==> src/rtl/rr_arb_mux_if.sv <==
// Bundles the arbiter's per-channel input handshake and its single registered output channel.
// Both sides use valid/ready: an item moves on a rising edge where valid and ready are both high;
// valid never waits for ready, and ready may depend combinationally on valid.
interface rr_arb_mux_if #(
   parameter int p_nbits   = 1,
   parameter int p_ninputs = 4,
   localparam int c_selbits = $clog2(p_ninputs)
);
   logic [p_ninputs-1:0]         in_val;
   logic [p_ninputs-1:0]         in_rdy;
   logic [p_ninputs*p_nbits-1:0] in_data;
   logic                         out_val;
   logic                         out_rdy;
   logic [p_nbits-1:0]           out_data;
   logic [c_selbits-1:0]         out_sel;

   modport master (
      output in_val, in_data, out_rdy,
      input  in_rdy, out_val, out_data, out_sel
   );

   modport slave (
      input  in_val, in_data, out_rdy,
      output in_rdy, out_val, out_data, out_sel
   );
endinterface

==> src/rtl/rr_arb_mux.sv <==
// N-way arbiter feeding one output register; round-robin or fixed-priority grant,
// full throughput when the consumer keeps out_rdy high.
module rr_arb_mux #(
   parameter int p_nbits   = 1,
   parameter int p_ninputs = 4,
   parameter int p_rr      = 1,
   localparam int c_selbits = $clog2(p_ninputs)
) (
   input  logic                 clk,
   input  logic                 rst,
   rr_arb_mux_if.slave          bus,
   output logic [c_selbits-1:0] ptr_o
);

   localparam logic [c_selbits-1:0] c_one = 1;

   generate
      if (!(p_ninputs == 2 || p_ninputs == 4 || p_ninputs == 8)) begin : g_bad_ninputs
         $error("rr_arb_mux: p_ninputs must be 2, 4 or 8");
      end
      if (p_nbits < 1 || p_nbits > 64) begin : g_bad_nbits
         $error("rr_arb_mux: p_nbits must be 1..64");
      end
   endgenerate

   logic                 out_val_q, out_val_d;
   logic [p_nbits-1:0]   out_data_q, out_data_d;
   logic [c_selbits-1:0] out_sel_q, out_sel_d;
   logic [c_selbits-1:0] ptr_q, ptr_d;

   logic [p_ninputs-1:0] grant;
   logic [c_selbits-1:0] gnt_idx;
   logic [c_selbits-1:0] cand;
   logic                 found;
   logic [p_nbits-1:0]   data_mux;
   logic                 can_load;
   logic                 xfer;

   // Search starts at ptr and wraps naturally because p_ninputs is a power of two.
   always_comb begin
      grant   = '0;
      gnt_idx = '0;
      cand    = '0;
      found   = 1'b0;
      for (int k = 0; k < p_ninputs; k++) begin
         cand = ptr_q + c_selbits'(k);
         if (!found && bus.in_val[cand]) begin
            found   = 1'b1;
            gnt_idx = cand;
         end
      end
      grant[gnt_idx] = found;
   end

   always_comb begin
      data_mux = '0;
      for (int i = 0; i < p_ninputs; i++) begin
         if (grant[i]) data_mux = bus.in_data[i*p_nbits +: p_nbits];
      end
   end

   assign can_load   = !out_val_q || bus.out_rdy;
   assign xfer       = found && can_load && !rst;
   assign bus.in_rdy = grant & {p_ninputs{can_load && !rst}};

   always_comb begin
      out_val_d  = out_val_q;
      out_data_d = out_data_q;
      out_sel_d  = out_sel_q;
      ptr_d      = ptr_q;
      if (xfer) begin
         out_val_d  = 1'b1;
         out_data_d = data_mux;
         out_sel_d  = gnt_idx;
         if (p_rr != 0) ptr_d = gnt_idx + c_one;
      end else if (bus.out_rdy) begin
         out_val_d = 1'b0;
      end
   end

   always_ff @(posedge clk) begin
      if (rst) begin
         out_val_q  <= 1'b0;
         out_data_q <= '0;
         out_sel_q  <= '0;
         ptr_q      <= '0;
      end else begin
         out_val_q  <= out_val_d;
         out_data_q <= out_data_d;
         out_sel_q  <= out_sel_d;
         ptr_q      <= ptr_d;
      end
   end

   assign bus.out_val  = out_val_q;
   assign bus.out_data = out_data_q;
   assign bus.out_sel  = out_sel_q;
   assign ptr_o        = ptr_q;

endmodule

==> src/flat_wrapper.sv <==
// flat-port wrapper written by rule: the top's interface ports become plain ports
module rr_arb_mux_flat 
#(
   parameter int p_nbits   = 1,
   parameter int p_ninputs = 4,
   parameter int p_rr      = 1,
   localparam int c_selbits = $clog2(p_ninputs)
)
  (clk, rst, ptr_o, bus_in_val, bus_in_data, bus_out_rdy, bus_in_rdy, bus_out_val, bus_out_data, bus_out_sel);
  rr_arb_mux_if #(.p_nbits(p_nbits), .p_ninputs(p_ninputs)) bus_i ();
  input  logic clk;
  input  logic rst;
  output logic [c_selbits-1:0] ptr_o;
  input wire logic [$bits(bus_i.in_val)-1:0] bus_in_val;
  input wire logic [$bits(bus_i.in_data)-1:0] bus_in_data;
  input wire logic [$bits(bus_i.out_rdy)-1:0] bus_out_rdy;
  output wire logic [$bits(bus_i.in_rdy)-1:0] bus_in_rdy;
  output wire logic [$bits(bus_i.out_val)-1:0] bus_out_val;
  output wire logic [$bits(bus_i.out_data)-1:0] bus_out_data;
  output wire logic [$bits(bus_i.out_sel)-1:0] bus_out_sel;
  assign bus_i.in_val = bus_in_val;
  assign bus_i.in_data = bus_in_data;
  assign bus_i.out_rdy = bus_out_rdy;
  assign bus_in_rdy = bus_i.in_rdy;
  assign bus_out_val = bus_i.out_val;
  assign bus_out_data = bus_i.out_data;
  assign bus_out_sel = bus_i.out_sel;
  rr_arb_mux #(.p_nbits(p_nbits), .p_ninputs(p_ninputs), .p_rr(p_rr)) u_core (.clk(clk), .rst(rst), .bus(bus_i), .ptr_o(ptr_o));
endmodule
==> config.mk <==
export PLATFORM = sky130hd
export DESIGN_NAME = rr_arb_mux_flat
export DESIGN_NICKNAME = d
export VERILOG_FILES = /design/src/rtl/rr_arb_mux_if.sv /design/src/rtl/rr_arb_mux.sv /design/src/flat_wrapper.sv
export SDC_FILE = /design/constraint.sdc
export NUM_CORES = 1
export LEC_CHECK = 0
export ABC_AREA = 1
export CORE_UTILIZATION = 24
export CTS_BUF_LIST = sky130_fd_sc_hd__clkbuf_4
export CTS_CLUSTER_DIAMETER = 50
export DETAILED_ROUTE_END_ITERATION = 7
export SLEW_MARGIN = 20
export SYNTH_ARGS = -nofsm -noshare
export SYNTH_HDL_FRONTEND = slang
export SYNTH_SLANG_ARGS = --single-unit
==> constraint.sdc <==
create_clock -name clk -period 1.9 [get_ports clk]
set_input_delay 0.38 -clock clk [delete_from_list [all_inputs] [get_ports clk]]
set_output_delay 0.38 -clock clk [all_outputs]
set_load 0.05 [all_outputs]
==> results of run 1 <==
metal layers:
| metal | global-route usage [%] | wire [um] | vias up | part of all wire [%] |
|---|---|---|---|---|
| met1 | 14.7 | 810 | 383 | 41 |
| met5 | 0 | 0 | - | 0 |
| li1 | - | - | 434 | - |
| met3 | 1.41 | 39 | 0 | 2.0 |
| met2 | 26.5 | 1140 | 10 | 57 |
| met4 | 4.29 | 0 | 0 | 0 |
cell usage after synthesis, types with 2 or more instances:
library cell,count,area [sq um]
nand2_4,4,45.0
nor2_1,10,37.5
nand2_1,32,120
nand2_2,8,50.1
inv_2,3,11.3
a21oi_1,3,15.0
nand4_1,2,12.5
nand3_1,8,40.0
dfxtp_1,6,120
ha_1,4,50.1
inv_1,14,52.6
o21ai_0,2,10.0
path summary, 6_finish.rpt:
check                                            end  slack, ps  depth (start not counted)
setup / recovery  u_core.bus.out_sel[1]$_SDFFE_PP0P_       -530                         18
hold / removal      u_core.bus.out_data$_SDFFE_PP0P_        480                          2
setup reg to reg  u_core.bus.out_sel[1]$_SDFFE_PP0P_       -530                         18
hold reg to reg     u_core.bus.out_data$_SDFFE_PP0P_        480                          2
cells by family (layout without fill, tap and decap cells):
family,count (synthesis),in the layout
AO/OA/AOI/OAI,9,9
buffers and inverters,19,71
adder cells (fa/ha/maj),4,4
AND/OR/NAND/NOR,69,69
flip-flops,6,6
what timing repair did:
action | CTS | global route
gates resized for setup | 29 | 14
pin swaps | 22 | 16
setup endpoints to repair | 6 | 7
setup buffers | 13 | 1
area by class of cell:
type                       count  area, sq um
inverter                      18         85.1
timing repair buffer          49          464
fill                         257         1320
sequential                     6          128
clock buffer                   4         30.0
multi-input combinational     82          671
tap                           31         38.8
critical path, cell delays in order (launching register included):
cell	delay (ps)
dfxtp_4	420
buf_12	140
nand2_2	50
nand2_2	90
nand2_2	60
o21ai_2	70
nand3b_1	130
nand4_1	130
buf_4	170
buf_4	120
buf_4	120
buf_4	120
buf_4	120
buf_4	120
buf_4	120
buf_4	120
buf_4	120
nand3_2	50
nand2_1	50
through the flow:
stage / util (%) / std cells
3_5_place_dp: 41.8 / 172
4_1_cts: 49.5 / 189
2_1_floorplan: - / 107
3_3_place_gp: 41.8 / 172
6_report: 51.8 / 190
5_1_grt: 51.8 / 190
placed cells by master, fill, tap and decap left out:
master,count
o21ai_0,1
nor2_4,4
o21ai_2,2
nand2_4,9
buf_6,1
nand3b_1,1
nand4_1,2
dlygate4sd2_1,4
nand3_2,4
inv_4,5
buf_12,5
inv_2,6
nor2_8,1
a21oi_1,1
ha_4,4
nand2_8,1
o21a_1,1
nand2_2,15
nand2_1,20
dfxtp_4,2
o21ai_4,1
inv_6,1
dfxtp_1,4
nor2_1,6
nand3_4,2
clkbuf_4,4
a21oi_2,3
inv_1,6
buf_4,29
clkdlybuf4s50_1,10
nand3_1,4
flip-flops by register name, indices dropped and copies added (netlist names):
register and flops:
u_core.bus.out_data 1, u_core.ptr_o 2, u_core.bus.out_sel 2, u_core.bus.out_val 1
==> results.toml, run 1 <==
[floorplanning]
placementRows = 19
core-area_sq_mm = 0.00273
start_util_pct = 25.1
dieHeight_um = 55.5
io_pins = 21
dieWidth_um = 55.5
dieArea_sq_mm = 0.00308

[placement]
place_area_sq_mm = 0.00114
gp_congestion = 0.762
port_buffers = 20
place_ws_ps = -676
dp_hpwl_mm = 1.51

[global_route]
grt_pass1_vias = 841
grt_max_degree = 8
grt_pass1_wl_mm = 3.39
grt_usage_pct = 13.4
grt_overflow = 0
antenna_found_initial = 0

[run]
cap_violations = 0

[min_path]
worstHoldPathType = "reg2reg"
hold_start = "u_core.bus.out_data$_SDFFE_PP0P_"

[timing]
worst_slack_ps = -534
worst_pin_slew_ps = 490
rsz0062_at_grt = "true"
whs_ps = 479
period_share_pct = 128
max_freq_ghz = 0.411
fin_skew_ps = 12.3
max-slew-margin-rel_pct = 67.2
finalMaxSlewViolations = 0
setup_viol = 6
hold_viol = 0
fin_crit_ps = 2430
fin_setup_tns_ps = -2720

[final_layout]
drive_above_1_share_pct = 62.3
fin_nets = 175
fin_area_sq_mm = 0.00142
areaGrowthSynthToFinish_pct = 106
num_antenna_cells = 0

[synthesis]
synth_cell_types = 23
synth-seq-area-share_pct = 17.5
synth_ff_type = "dfxtp_1"
synthAdderAreaFrac_pct = 7.29
syn_inst = 107
ys_seq_elements = 6
synth_xor_area_share_pct = 0
synth-simple-area-share_pct = 55.4
synthMuxAreaShare_pct = 0
synth_warnings = 0
synth_fp_nets = 122
syn_area_sq_um = 687
syn_area_per_cell_sq_um = 6.42
synth_compound_area_share_pct = 8.01
synth_top_family_by_area = "simple AND/OR/NAND/NOR gates"
ys_async_sr_fraction_pct = 0
synth-edff-count = 0

[status]
violations = "setup timing"
status = "finished, violations left"

[setup_path]
r2r-start = "u_core.ptr_o[0]$_SDFFE_PP0P_"
cp.required_ps = 2040
worst-path-max-fanout = 7
arrival_ps = 2570
crit_start = "u_core.ptr_o[0]$_SDFFE_PP0P_"
path_class = "reg2reg"
endpoint_kind = "register"
startpoint_type = "register"

[clocking]
clockBufferDepth = 2
clockRootBuffer = "clkbuf_4"
insertion_delay_ps = 250
clock_sinks = 6
cts-buffers-inserted = 3
clk_pin_slew_ps = 60
cts_max_level = 1
cts_tree = "built"
cts_hold_buf = 0

[route]
wire_per_inst_um = 10.5
num_vias = 827
via_per_inst = 4.35
drt_iter0_drc = 10
drc = 0
ant_nets = 0
finalWirelength_mm = 1.99
dr.pass1.iters = 4
Power of run 1 is not shown: default switching activity piles up to over one toggle a cycle in this logic, so the estimate is an artifact.
==> run 2: changes to the inputs <==
--- a/config.mk
+++ b/config.mk
@@ -10,6 +10,7 @@
 export CTS_BUF_LIST = sky130_fd_sc_hd__clkbuf_4
 export CTS_CLUSTER_DIAMETER = 50
 export DETAILED_ROUTE_END_ITERATION = 7
+export SETUP_SLACK_MARGIN = 0.1
 export SLEW_MARGIN = 20
 export SYNTH_ARGS = -nofsm -noshare
 export SYNTH_HDL_FRONTEND = slang
==> run 2 against run 1 <==
The run still ends with setup timing left. Via count down 0.12%. Worst hold slack is the same. Non-clock buffer count did not move. Sequential cell count stayed put. Routed wire length about the same. First-iteration DRC count decreased by 30%. Design area grew 0.18%. Maximum frequency did not move. Critical path type unchanged. Critical endpoint unchanged. Largest cell class unchanged. Highest routed layer unchanged.
==> results.toml, run 2 (synthesized netlist as in run 1, its figures left out) <==
[setup_path]
arrival_ps = 2570
endpoint_kind = "register"
worstRegToRegCells = 18
cp_num_buf_inv = 10
path_class = "reg2reg"
r2r_slack_ps = -530
worst-path-max-fanout = 7
slowest_stage = "dfxtp_4"
slowest_delay_ps = 420
startpoint_type = "register"
cp_common_cell = "buf_4"
r2r-start = "u_core.ptr_o[0]$_SDFFE_PP0P_"
path_cells = "buf_12 > nand2_2 > nand2_2 > nand2_2 > o21ai_2 > nand3b_1 > nand4_1 > buf_4 > buf_4 > buf_4 > buf_4 > buf_4 > buf_4 > buf_4 > buf_4 > buf_4 > nand3_2 > nand2_1"
crit_family = "buffers and inverters"
r2r-end = "u_core.bus.out_sel[1]$_SDFFE_PP0P_"
cp.required_ps = 2040

[min_path]
worstHoldPathType = "reg2reg"
hold_depth = 2
hold_path_end = "u_core.bus.out_data$_SDFFE_PP0P_"
hold_start = "u_core.bus.out_data$_SDFFE_PP0P_"

[route]
ant_nets = 0
num_vias = 826
wire_per_inst_um = 10.5
finalWirelength_mm = 1.99
dr.pass1.iters = 4
drc = 0
drt_iter0_drc = 7
via_per_inst = 4.35

[status]
violations = "setup timing"
status = "finished, violations left"

[floorplanning]
io_pins = 21
dieWidth_um = 55.5
dieHeight_um = 55.5
start_util_pct = 25.1
core-area_sq_mm = 0.00273
placementRows = 19
dieArea_sq_mm = 0.00308

[timing]
hold_viol = 0
setup_viol = 6
fin_setup_tns_ps = -2720
period_share_pct = 128
max_freq_ghz = 0.411
worst_slack_ps = -534
fin_skew_ps = 12.3
whs_ps = 479
rsz0062_at_grt = "true"
worst_pin_slew_ps = 496
max-slew-margin-rel_pct = 66.9
finalMaxSlewViolations = 0
fin_crit_ps = 2430

[global_route]
grt_overflow = 0
grt_pass1_vias = 841
grt_max_degree = 8
grt_pass1_wl_mm = 3.39
antenna_found_initial = 0
grt_usage_pct = 13.4

[placement]
place_ws_ps = -676
dp_hpwl_mm = 1.51
gp_congestion = 0.762
dp_cells = 172
port_buffers = 20

[final_layout]
n_fill_cell = 257
areaGrowthSynthToFinish_pct = 107
final_cell_mix = "29 x buf_4, 20 x nand2_1, 15 x nand2_2"
multi_input_area_sq_um = 671
drive_above_1_share_pct = 62.3
final_cells = 190
seq_area_sq_um = 128
num_antenna_cells = 0
layout_commonest_cell = "buf_4"
fin_nets = 175

[clocking]
clock_sinks = 6
clockBufferDepth = 2
clk_pin_slew_ps = 60
cts_max_level = 1
insertion_delay_ps = 250
cts_tree = "built"
cts_hold_buf = 0
clockRootBuffer = "clkbuf_4"
cts-buffers-inserted = 3

[run]
cap_violations = 0
[run 2: layer usage]
metal | wire [um] | global-route usage [%]
met1 | 810 | 14.7
met2 | 1140 | 26.5
met3 | 37 | 1.41
met4 | 0 | 4.29
met5 | 0 | 0
[run 2: timing repair]
item                                    in CTS  in global routing
endpoints found under the hold margin        0                  0
buffers inserted                            13                  1
endpoints found under the setup margin       9                 10
pin swaps                                   23                 15
resized for setup                           29                 15
[run 2: final cells by class]
| cell class | count | share of cell area, % |
|---|---|---|
| Tap cell | 31 | 2.73 |
| Multi-Input combinational cell | 82 | 47.3 |
| Sequential cell | 6 | 8.99 |
| Inverter | 18 | 6.00 |
| Timing Repair Buffer | 49 | 32.9 |
| Clock buffer | 4 | 2.12 |
[run 2: metrics by stage]
step           instance area, sq um  util (%)
2_1_floorplan                   758         -
3_3_place_gp                   1140      41.8
3_5_place_dp                   1140      41.8
4_1_cts                        1350      49.5
5_1_grt                        1420      51.9
6_report                       1420      51.9
[run 2: worst max path at each step]
stage                                       from                                  to  slack [ps]  depth (start not counted)
global route        u_core.ptr_o[0]$_SDFFE_PP0P_  u_core.bus.out_sel[1]$_SDFFE_PP0P_        -650                         18
floorplan           u_core.ptr_o[0]$_SDFFE_PP0P_                       bus_in_rdy[3]        -250                         13
CTS                 u_core.ptr_o[0]$_SDFFE_PP0P_                       bus_in_rdy[3]        -550                         14
global placement                   bus_in_val[0]                       bus_in_rdy[0]        -580                         15
finish              u_core.ptr_o[0]$_SDFFE_PP0P_  u_core.bus.out_sel[1]$_SDFFE_PP0P_        -530                         18
detailed placement                 bus_in_val[0]                       bus_in_rdy[3]        -680                         14
[run 2: tightest hold or removal path, stage by stage, from the launching register on]
cell     delay, ps
dfxtp_1        330
nor2_1          50
nor2_1          70
Power of run 2 is left out for the same reason.
